**src/rtl/lc3b_types.sv**
```systemverilog
// Shared LC-3b datapath types, plus the scoreboard's default depth and busy-mask type.
package lc3b_types;

    typedef logic [15:0] lc3b_word;
    typedef logic [2:0]  lc3b_reg;
    typedef logic [7:0]  lc3b_regmask;

    // One pending write per pipeline stage between decode and write-back.
    localparam int SB_MAX_INFLIGHT = 3;

endpackage

```
**src/rtl/sb_counter.sv**
```systemverilog
// One register's pending-writer counter: +inc, -dec_a, -dec_b, clear wins,
// clamps at 0 (flagging underflow) and saturates at MAX.
module sb_counter #(
    parameter int MAX   = 3,
    parameter int CNT_W = $clog2(MAX + 1)
) (
    input  logic             clk_i,
    input  logic             reset_i,
    input  logic             inc_i,
    input  logic             dec_a_i,
    input  logic             dec_b_i,
    input  logic             clr_i,
    output logic [CNT_W-1:0] count_o,
    output logic             underflow_o
);

    localparam int W1 = CNT_W + 1;

    logic [CNT_W-1:0] count_q, count_d;
    logic [W1-1:0]    up, down, diff;

    always_comb begin
        up          = {1'b0, count_q} + W1'(inc_i);
        down        = W1'(dec_a_i) + W1'(dec_b_i);
        diff        = up - down;
        underflow_o = 1'b0;
        count_d     = diff[CNT_W-1:0];
        if (clr_i) begin
            count_d = '0;
        end else if (up < down) begin
            count_d     = '0;
            underflow_o = 1'b1;
        end else if (diff > W1'(MAX)) begin
            count_d = CNT_W'(MAX);
        end
    end

    always_ff @(posedge clk_i) begin
        if (reset_i) count_q <= '0;
        else         count_q <= count_d;
    end

    assign count_o = count_q;

endmodule

```
**src/rtl/regfile_scoreboard.sv**
```systemverilog
// Decode-stage register scoreboard: per-register pending-write counts drive the stall.
// Optional SCOREBOARD_WB_BYPASS_EN lets a source issue in its producer's write-back cycle.
module regfile_scoreboard
    import lc3b_types::*;
#(
    parameter int MAX_INFLIGHT = SB_MAX_INFLIGHT
) (
    input  logic        clk,
    input  logic        reset,
    input  logic        id_valid,
    input  lc3b_reg     id_sr1,
    input  lc3b_reg     id_sr2,
    input  logic        id_sr1_used,
    input  logic        id_sr2_used,
    input  lc3b_reg     id_dest,
    input  logic        id_dest_used,
    output logic        id_stall,
    output logic        id_issue,
    input  logic        wb_valid,
    input  lc3b_reg     wb_dest,
    input  logic        squash_valid,
    input  lc3b_reg     squash_dest,
    input  logic        flush_all,
    output lc3b_regmask busy_mask,
    output logic        sb_err
);

    localparam int CNT_W = $clog2(MAX_INFLIGHT + 1);

    logic [CNT_W-1:0] cnt [8];
    logic [7:0]       uflow;
    logic             sr1_haz, sr2_haz, dest_full;
    lc3b_regmask      busy_mask_q, busy_mask_d;
    logic             sb_err_q, sb_err_d;

    always_comb begin
        sr1_haz   = cnt[id_sr1] != '0;
        sr2_haz   = cnt[id_sr2] != '0;
`ifdef SCOREBOARD_WB_BYPASS_EN
        // Last pending writer retiring now: regfile write-through supplies the value.
        if (wb_valid && wb_dest == id_sr1 && cnt[id_sr1] == CNT_W'(1)) sr1_haz = 1'b0;
        if (wb_valid && wb_dest == id_sr2 && cnt[id_sr2] == CNT_W'(1)) sr2_haz = 1'b0;
`endif
        dest_full = cnt[id_dest] == CNT_W'(MAX_INFLIGHT);
    end

    assign id_stall = id_valid & ((sr1_haz & id_sr1_used) | (sr2_haz & id_sr2_used) |
                                  (dest_full & id_dest_used));
    assign id_issue = id_valid & ~id_stall;

    generate
        for (genvar r = 0; r < 8; r++) begin : g_cnt
            sb_counter #(.MAX(MAX_INFLIGHT), .CNT_W(CNT_W)) u_cnt (
                .clk_i       (clk),
                .reset_i     (reset),
                .inc_i       (id_issue & id_dest_used & (id_dest == lc3b_reg'(r))),
                .dec_a_i     (wb_valid & (wb_dest == lc3b_reg'(r))),
                .dec_b_i     (squash_valid & (squash_dest == lc3b_reg'(r))),
                .clr_i       (flush_all),
                .count_o     (cnt[r]),
                .underflow_o (uflow[r])
            );
            assign busy_mask_d[r] = cnt[r] != '0;
        end
    endgenerate

    assign sb_err_d = sb_err_q | (|uflow);

    always_ff @(posedge clk) begin
        if (reset) begin
            busy_mask_q <= '0;
            sb_err_q    <= 1'b0;
        end else begin
            busy_mask_q <= busy_mask_d;
            sb_err_q    <= sb_err_d;
        end
    end

    assign busy_mask = busy_mask_q;
    assign sb_err    = sb_err_q;

endmodule

```
**config.mk**
```make
export PLATFORM = sky130hd
export DESIGN_NAME = regfile_scoreboard
export DESIGN_NICKNAME = d
export VERILOG_FILES = /design/src/rtl/lc3b_types.sv /design/src/rtl/sb_counter.sv /design/src/rtl/regfile_scoreboard.sv
export SDC_FILE = /design/constraint.sdc
export NUM_CORES = 1
export LEC_CHECK = 0
export ABC_CLOCK_PERIOD_IN_PS = 6600
export BUFFER_PORTS_ARGS = -buffer_cell sky130_fd_sc_hd__buf_4
export CAP_MARGIN = 20
export CORE_MARGIN = 10
export CORE_UTILIZATION = 62
export CTS_CLUSTER_DIAMETER = 150
export DETAILED_ROUTE_END_ITERATION = 8
export PLACE_DENSITY = 0.9
export SLEW_MARGIN = 20
export SYNTH_ARGS = -nofsm -noshare
export SYNTH_HDL_FRONTEND = slang
export SYNTH_SLANG_ARGS = --single-unit
```
**constraint.sdc**
```tcl
create_clock -name clk -period 6.6 [get_ports clk]
set_input_delay 0.99 -clock clk [delete_from_list [all_inputs] [get_ports clk]]
set_output_delay 0.99 -clock clk [all_outputs]
set_load 0.05 [all_outputs]
```
==> flow_summary.toml, run 1 <==
[grt]
track_usage_pct = 17.0
grt_max_degree = 14
grt_pass1_vias = 1933
overflow = 0
antenna_found_initial = 0
grt_pass1_wl_mm = 8.80

[timing]
post-route-period-util_pct = 55.5
max_slew_margin_pct = 67.7
tightest_slew_ns = 0.483
min_period_ns = 3.66
setup_tns_ns = 0
maxSlewViolCount = 0
max_freq_mhz = 273
setup_ws_ns = 2.94
hold_slack_ns = 0.460
final-hold-violation-count = 0
rsz0062_at_grt = "false"
finalSetupViolCount = 0
fin_skew_ns = 0.00689

[synth]
synth_area_um2 = 2260
synth-seq-area-share_pct = 22.2
syn-num-nets = 330
synth-seq-cells = 25
yosysWarnings = 0
yosysMostFrequentCell = "nor2_1"
synth_area_leaders = "dfxtp_1, ha_1, fa_1"
async_flop_share_pct = 0
synth_edf_count = 0
avgSynthCellArea_um2 = 8.75
yosys.area.top_type = "dfxtp_1"
ys_types = 42
synth_top_area_share_pct = 22.2
ys_top_cells_by_count = "nor2_1, ha_1, inv_1"
syn_inst = 258
ys.flop_type = "dfxtp_1"

[clock_network]
cts_max_path_buffers = 2
cts_sinks = 25
clk_pin_slew_worst_paths_ns = 0.13
cts_root_buf = "clkbuf_4"
h-tree-depth = 1
cts_resized = 0
numCtsBuffers = 3
cts-hold-fix-buffers = 0
clock_latency_ns = 0.33
post_cts_buffers = 0
cts_tree = "built"

[finish]
antenna_cells = 0
multi_input_comb_area_um2 = 1630
postLayoutCellArea_um2 = 2580
final-seq-area_um2 = 500
n_fill_cell = 264
final_nets = 366
fin_cells = 339
area.growth.synth_to_final_pct = 14.5
fin_util_pct = 75.7
drive_gt1_share_pct = 14.7

[die]
die_h_um = 80.4
core_area_um2 = 3420
ioPinCount = 35
core.rowCount = 21
dieArea_um2 = 6460
start_util_pct = 66.1
die_x_um = 80.4

[critical_path]
r2r_end = "sb_err$_SDFF_PP0_"
start_kind = "input pin"
r2r_cells = 10
endpoint_kind = "flip-flop"
crit_start = "id_sr1[0]"
crit_path_end = "sb_err$_SDFF_PP0_"
required_ns = 6.83
cp_max_fo = 8
r2r_slack_ns = 3.25
cp.arrival_ns = 3.89
r2r_start = "g_cnt[0].u_cnt.count_o[1]$_SDFF_PP0_"
worstSetupPathType = "input pin to flip-flop"

[routing]
drc_errors = 0
viasPerCell = 5.91
vias = 2003
detail-route-antenna-nets = 0
dr.pass1.iters = 4
drt_iter0_drc = 180
wire_per_inst_um = 16.0
drt_wl_total_mm = 5.42

[hold_path]
min_path_type = "flip-flop to flip-flop"

[power]
powerDensity_nw_per_um2 = 140
p_leak_nw = 1.12
ir_drop_v = 0.0000726
power_uw = 362

[place]
hpwl_mm = 4.66
globalplace.congestion = 0.880
placedCellCount = 335
pre_cts_ws_ns = 2.66
placed_cell_area_um2 = 2560
io_buffer_count = 34

[run_status]
status = "finished, final reports clean"

[job]
maxCapViolCount = 0
-- worst min-delay path by stage --
| stage | start | to | cells past startpoint |
|---|---|---|---|
| finish | sb_err$_SDFF_PP0_ | sb_err$_SDFF_PP0_ | 2 |
| global route | sb_err$_SDFF_PP0_ | sb_err$_SDFF_PP0_ | 2 |
| CTS | sb_err$_SDFF_PP0_ | sb_err$_SDFF_PP0_ | 2 |
| detailed placement | sb_err$_SDFF_PP0_ | sb_err$_SDFF_PP0_ | 2 |
| global placement | sb_err$_SDFF_PP0_ | sb_err$_SDFF_PP0_ | 2 |
| floorplan | g_cnt[6].u_cnt.count_o[0]$_SDFF_PP0_ | busy_mask[6]$_SDFF_PP0_ | 2 |
-- state kept, by name, indices dropped and copies added, names as in the netlist --
name,count
g_cnt.u_cnt.count_o,16
busy_mask,8
sb_err,1
-- placed cells by master, fill, tap and decap left out, types with 4 or more instances in the layout --
| cell | synthesis | final |
|---|---|---|
| nor3b_1 | 11 | 11 |
| o21ai_0 | 8 | 8 |
| xor2_1 | 5 | 5 |
| a21oi_1 | 12 | 12 |
| ha_1 | 32 | 32 |
| inv_1 | 31 | 31 |
| o22ai_1 | 4 | 4 |
| fa_1 | 16 | 16 |
| dfxtp_1 | 25 | 25 |
| buf_4 | 0 | 34 |
| nor3_1 | 8 | 8 |
| nor4_1 | 9 | 9 |
| nor2_1 | 39 | 39 |
| nand2b_1 | 7 | 7 |
| nand2_1 | 8 | 8 |
| nand3b_1 | 4 | 4 |
-- worst max-delay path, stage by stage --
cell     delay (ns)
buf_4          0.14
nor4b_1        0.13
or4b_1         0.54
o22ai_2        0.25
nor4_1         0.10
ha_1           0.23
fa_1           0.52
nor3b_1        0.31
o22ai_1        0.18
o41ai_1        0.39
a21oi_1        0.11
-- layout make-up --
cell class / instances / share of cell area, %
repair buffers: 34 / 9.87
clock buffers: 4 / 1.02
well taps: 46 / 2.23
multi-input cells: 199 / 63.0
flip-flops and latches: 25 / 19.4
inverters: 31 / 4.50
-- report_power, final --
group	total, mW	switching (mW)	internal, mW	leakage [nW]
Sequential	0.169	0.00979	0.159	0.203
Clock	0.0729	0.0492	0.0238	0.0150
Combinational	0.120	0.0699	0.0502	0.899
-- logic make-up (layout without fill, tap and decap cells) --
group | Yosys count | after routing | share of synthesized area (%)
simple gates | 103 | 103 | 24.7
fa+ha+maj | 48 | 48 | 31.9
compound gates | 40 | 40 | 12.4
buf+inv | 34 | 69 | 5.71
flops | 25 | 25 | 22.2
xor+xnor | 8 | 8 | 3.10
-- layer usage --
layer	vias up	global-route usage [%]	share of wire (%)
li1	972	-	-
met2	85	29.0	47
met4	0	5.46	1.4
met1	940	20.4	44
met5	-	0	0
met3	6	3.90	7.8
No activity file was read; power rests on OpenSTA's default activity.
==> inputs of run 2 (changes only) <==
ABC_AREA = 1   (was unset)
ABC_CLOCK_PERIOD_IN_PS = 3600   (was 6600)
CORE_UTILIZATION = 58   (was 62)
PLACE_DENSITY = 0.85   (was 0.9)
clock period = 3.6 ns   (was 6.6 ns; I/O delays follow)
==> run 2 against run 1 <==
  * Critical path type is now flip-flop to flip-flop
  * Clock power is 140% higher
  * Sequential share of layout area is 0.53 points lower
  * Critical endpoint is now g_cnt[2].u_cnt.count_o[0]$_SDFF_PP0_
  * Synthesized cell count is 26% higher
  * Hold slack better by 0.014 ns
  * Critical path depth is 3 higher
  * First-iteration DRC count is 25% lower
  * Wire length is 1.8% lower
==> flow_summary.toml, run 2 <==
[run_status]
status = "finished, final reports clean"

[clock_network]
clock_latency_ns = 0.28
cts-hold-fix-buffers = 0
numCtsBuffers = 3
cts_root_buf = "clkbuf_8"
post_cts_buffers = 0
clk_pin_slew_worst_paths_ns = 0.09
h-tree-depth = 1
cts_sinks = 25
cts_resized = 0
cts_max_path_buffers = 2
cts_tree = "built"

[synth]
synth_top_area_share_pct = 21.6
synth-seq-cells = 25
async_flop_share_pct = 0
syn_inst = 325
ys.flop_type = "dfxtp_1"
synth-seq-area-share_pct = 21.6
syn-num-nets = 397
synth_area_leaders = "dfxtp_1, ha_1, fa_1"
yosys.area.top_type = "dfxtp_1"
synth_edf_count = 0
ys_types = 22
avgSynthCellArea_um2 = 7.12
synth_area_um2 = 2310
ys_top_cells_by_count = "nand2_1, inv_1, nor2_1"
yosysMostFrequentCell = "nand2_1"
yosysWarnings = 0

[finish]
final-seq-area_um2 = 500
drive_gt1_share_pct = 13.6
multi_input_comb_area_um2 = 1580
area.growth.synth_to_final_pct = 14.9
final_nets = 433
final_common_cell = "nand2_1"
antenna_cells = 0
largest_reg_flops = 16
fin_util_pct = 70.5
final_cell_mix = "nand2_1, inv_1, nor2_1"
postLayoutCellArea_um2 = 2660
n_fill_cell = 319

[die]
die_h_um = 83.2
die_x_um = 83.2
start_util_pct = 61.3
ioPinCount = 35
core.rowCount = 22
dieArea_um2 = 6910
core_area_um2 = 3770

[critical_path]
start_kind = "flip-flop"
crit_slowest_cell = "fa_1"
path_cells = "nor2_1, nand2_1, nand3_1, nand3b_1, nand3_1, nand2_1, nor2_4, nand3_4, nor2_1, ha_1, ha_1, fa_1, xor2_1, a21oi_1"
cp.arrival_ns = 2.98
endpoint_kind = "flip-flop"
worstSetupPathType = "flip-flop to flip-flop"
required_ns = 3.77
max_stage_delay_ns = 0.45
cp_max_fo = 8

[grt]
grt_pass1_vias = 2083
grt_max_degree = 16
track_usage_pct = 15.3
grt_pass1_wl_mm = 9.16
antenna_found_initial = 0
overflow = 0

[timing]
max_freq_mhz = 356
finalSetupViolCount = 0
max_slew_margin_pct = 54.6
maxSlewViolCount = 0
min_period_ns = 2.81
hold_slack_ns = 0.474
post-route-period-util_pct = 78.0
rsz0062_at_grt = "false"
setup_tns_ns = 0
fin_skew_ns = 0.00305
tightest_slew_ns = 0.678
setup_ws_ns = 0.790
final-hold-violation-count = 0

[routing]
detail-route-antenna-nets = 0
vias = 2129
drt_wl_total_mm = 5.32
drc_errors = 0
dr.pass1.iters = 4
drt_iter0_drc = 135
wire_per_inst_um = 13.0
viasPerCell = 5.22

[power]
ir_drop_v = 0.000224
p_sw_uw = 253
powerDensity_nw_per_um2 = 266
clkPwrFrac_pct = 25.0
swShare_pct = 35.7
p_int_uw = 455
p_leak_nw = 1.36
p_seq_share_pct = 43.3
comb_power_share_pct = 31.7

[hold_path]
min_path_type = "flip-flop to flip-flop"

[place]
globalplace.congestion = 0.905
pre_cts_ws_ns = 0.565
placed_cell_area_um2 = 2610
hpwl_mm = 4.58
io_buffer_count = 34

[job]
maxCapViolCount = 0
[run 2: cell types whose count changed in the layout (fill, tap and decap cells not counted), moves of 7 or more]
cell | before | now
nand2_1 | 8 | 85
inv_1 | 31 | 52
a21oi_1 | 12 | 24
nor2_1 | 39 | 50
nor3b_1 | 11 | 0
nand3_1 | 2 | 12
nor4_1 | 9 | 0
nand2b_1 | 7 | 0
nor3_1 | 8 | 1
o21ai_0 | 8 | 1
[run 2: metrics by stage]
stage                     power (mW)  std cells
after global placement         0.529        404
after detailed placement       0.536        404
after global routing           0.750        408
after CTS                      0.707        408
final                          0.708        408
after floorplan                0.463        325
[run 2: cell type report]
type                    instances  area share [%]
well taps                      48            2.26
multi-input cells             241            59.6
inverters                      56            7.91
clock buffers                   3            1.55
flip-flops and latches         25            18.8
clock inverters                 1           0.282
repair buffers                 34            9.60
[run 2: worst paths after layout]
kind | from | end | slack (ns) | depth (start not counted)
setup / recovery | g_cnt[0].u_cnt.count_o[1]$_SDFF_PP0_ | g_cnt[2].u_cnt.count_o[0]$_SDFF_PP0_ | 0.79 | 14
hold / removal | sb_err$_SDFF_PP0_ | sb_err$_SDFF_PP0_ | 0.47 | 2
setup reg to reg | g_cnt[0].u_cnt.count_o[1]$_SDFF_PP0_ | g_cnt[2].u_cnt.count_o[0]$_SDFF_PP0_ | 0.79 | 14
hold reg to reg | sb_err$_SDFF_PP0_ | sb_err$_SDFF_PP0_ | 0.47 | 2
[run 2: per-layer routing]
metal / track usage [%] / vias to the layer above / part of all wire [%]
li1: - / 1069 / -
met1: 18.6 / 986 / 45
met2: 26.7 / 68 / 48
met3: 3.22 / 6 / 6.2
met4: 2.92 / 0 / 0.68
met5: 0 / - / 0
[run 2: cells by family after synthesis]
family	Yosys count	synth area share, %
and+or+nand+nor	158	28.2
buffers and inverters	59	9.95
adders and majority gates	48	31.2
AOI/OAI and AO/OA	27	6.00
DFF	25	21.6
xor gates and xnor gates	8	3.03
[run 2: worst max-delay path, delay by kind of cell (launching register included)]
kind            cells  cell delay (ns)
xor+xnor            1             0.20
simple gates        9             1.09
compound gates      1             0.10
fa+ha+maj           3             0.94
flops               1             0.36
[run 2: power by group through the flow]
stage	sequential [mW]	combinational [mW]	clock, mW
after floorplan	0.332	0.130	0
after global placement	0.313	0.216	0
after detailed placement	0.313	0.223	0
after CTS	0.306	0.224	0.176
after global routing	0.309	0.253	0.188
final	0.307	0.224	0.177
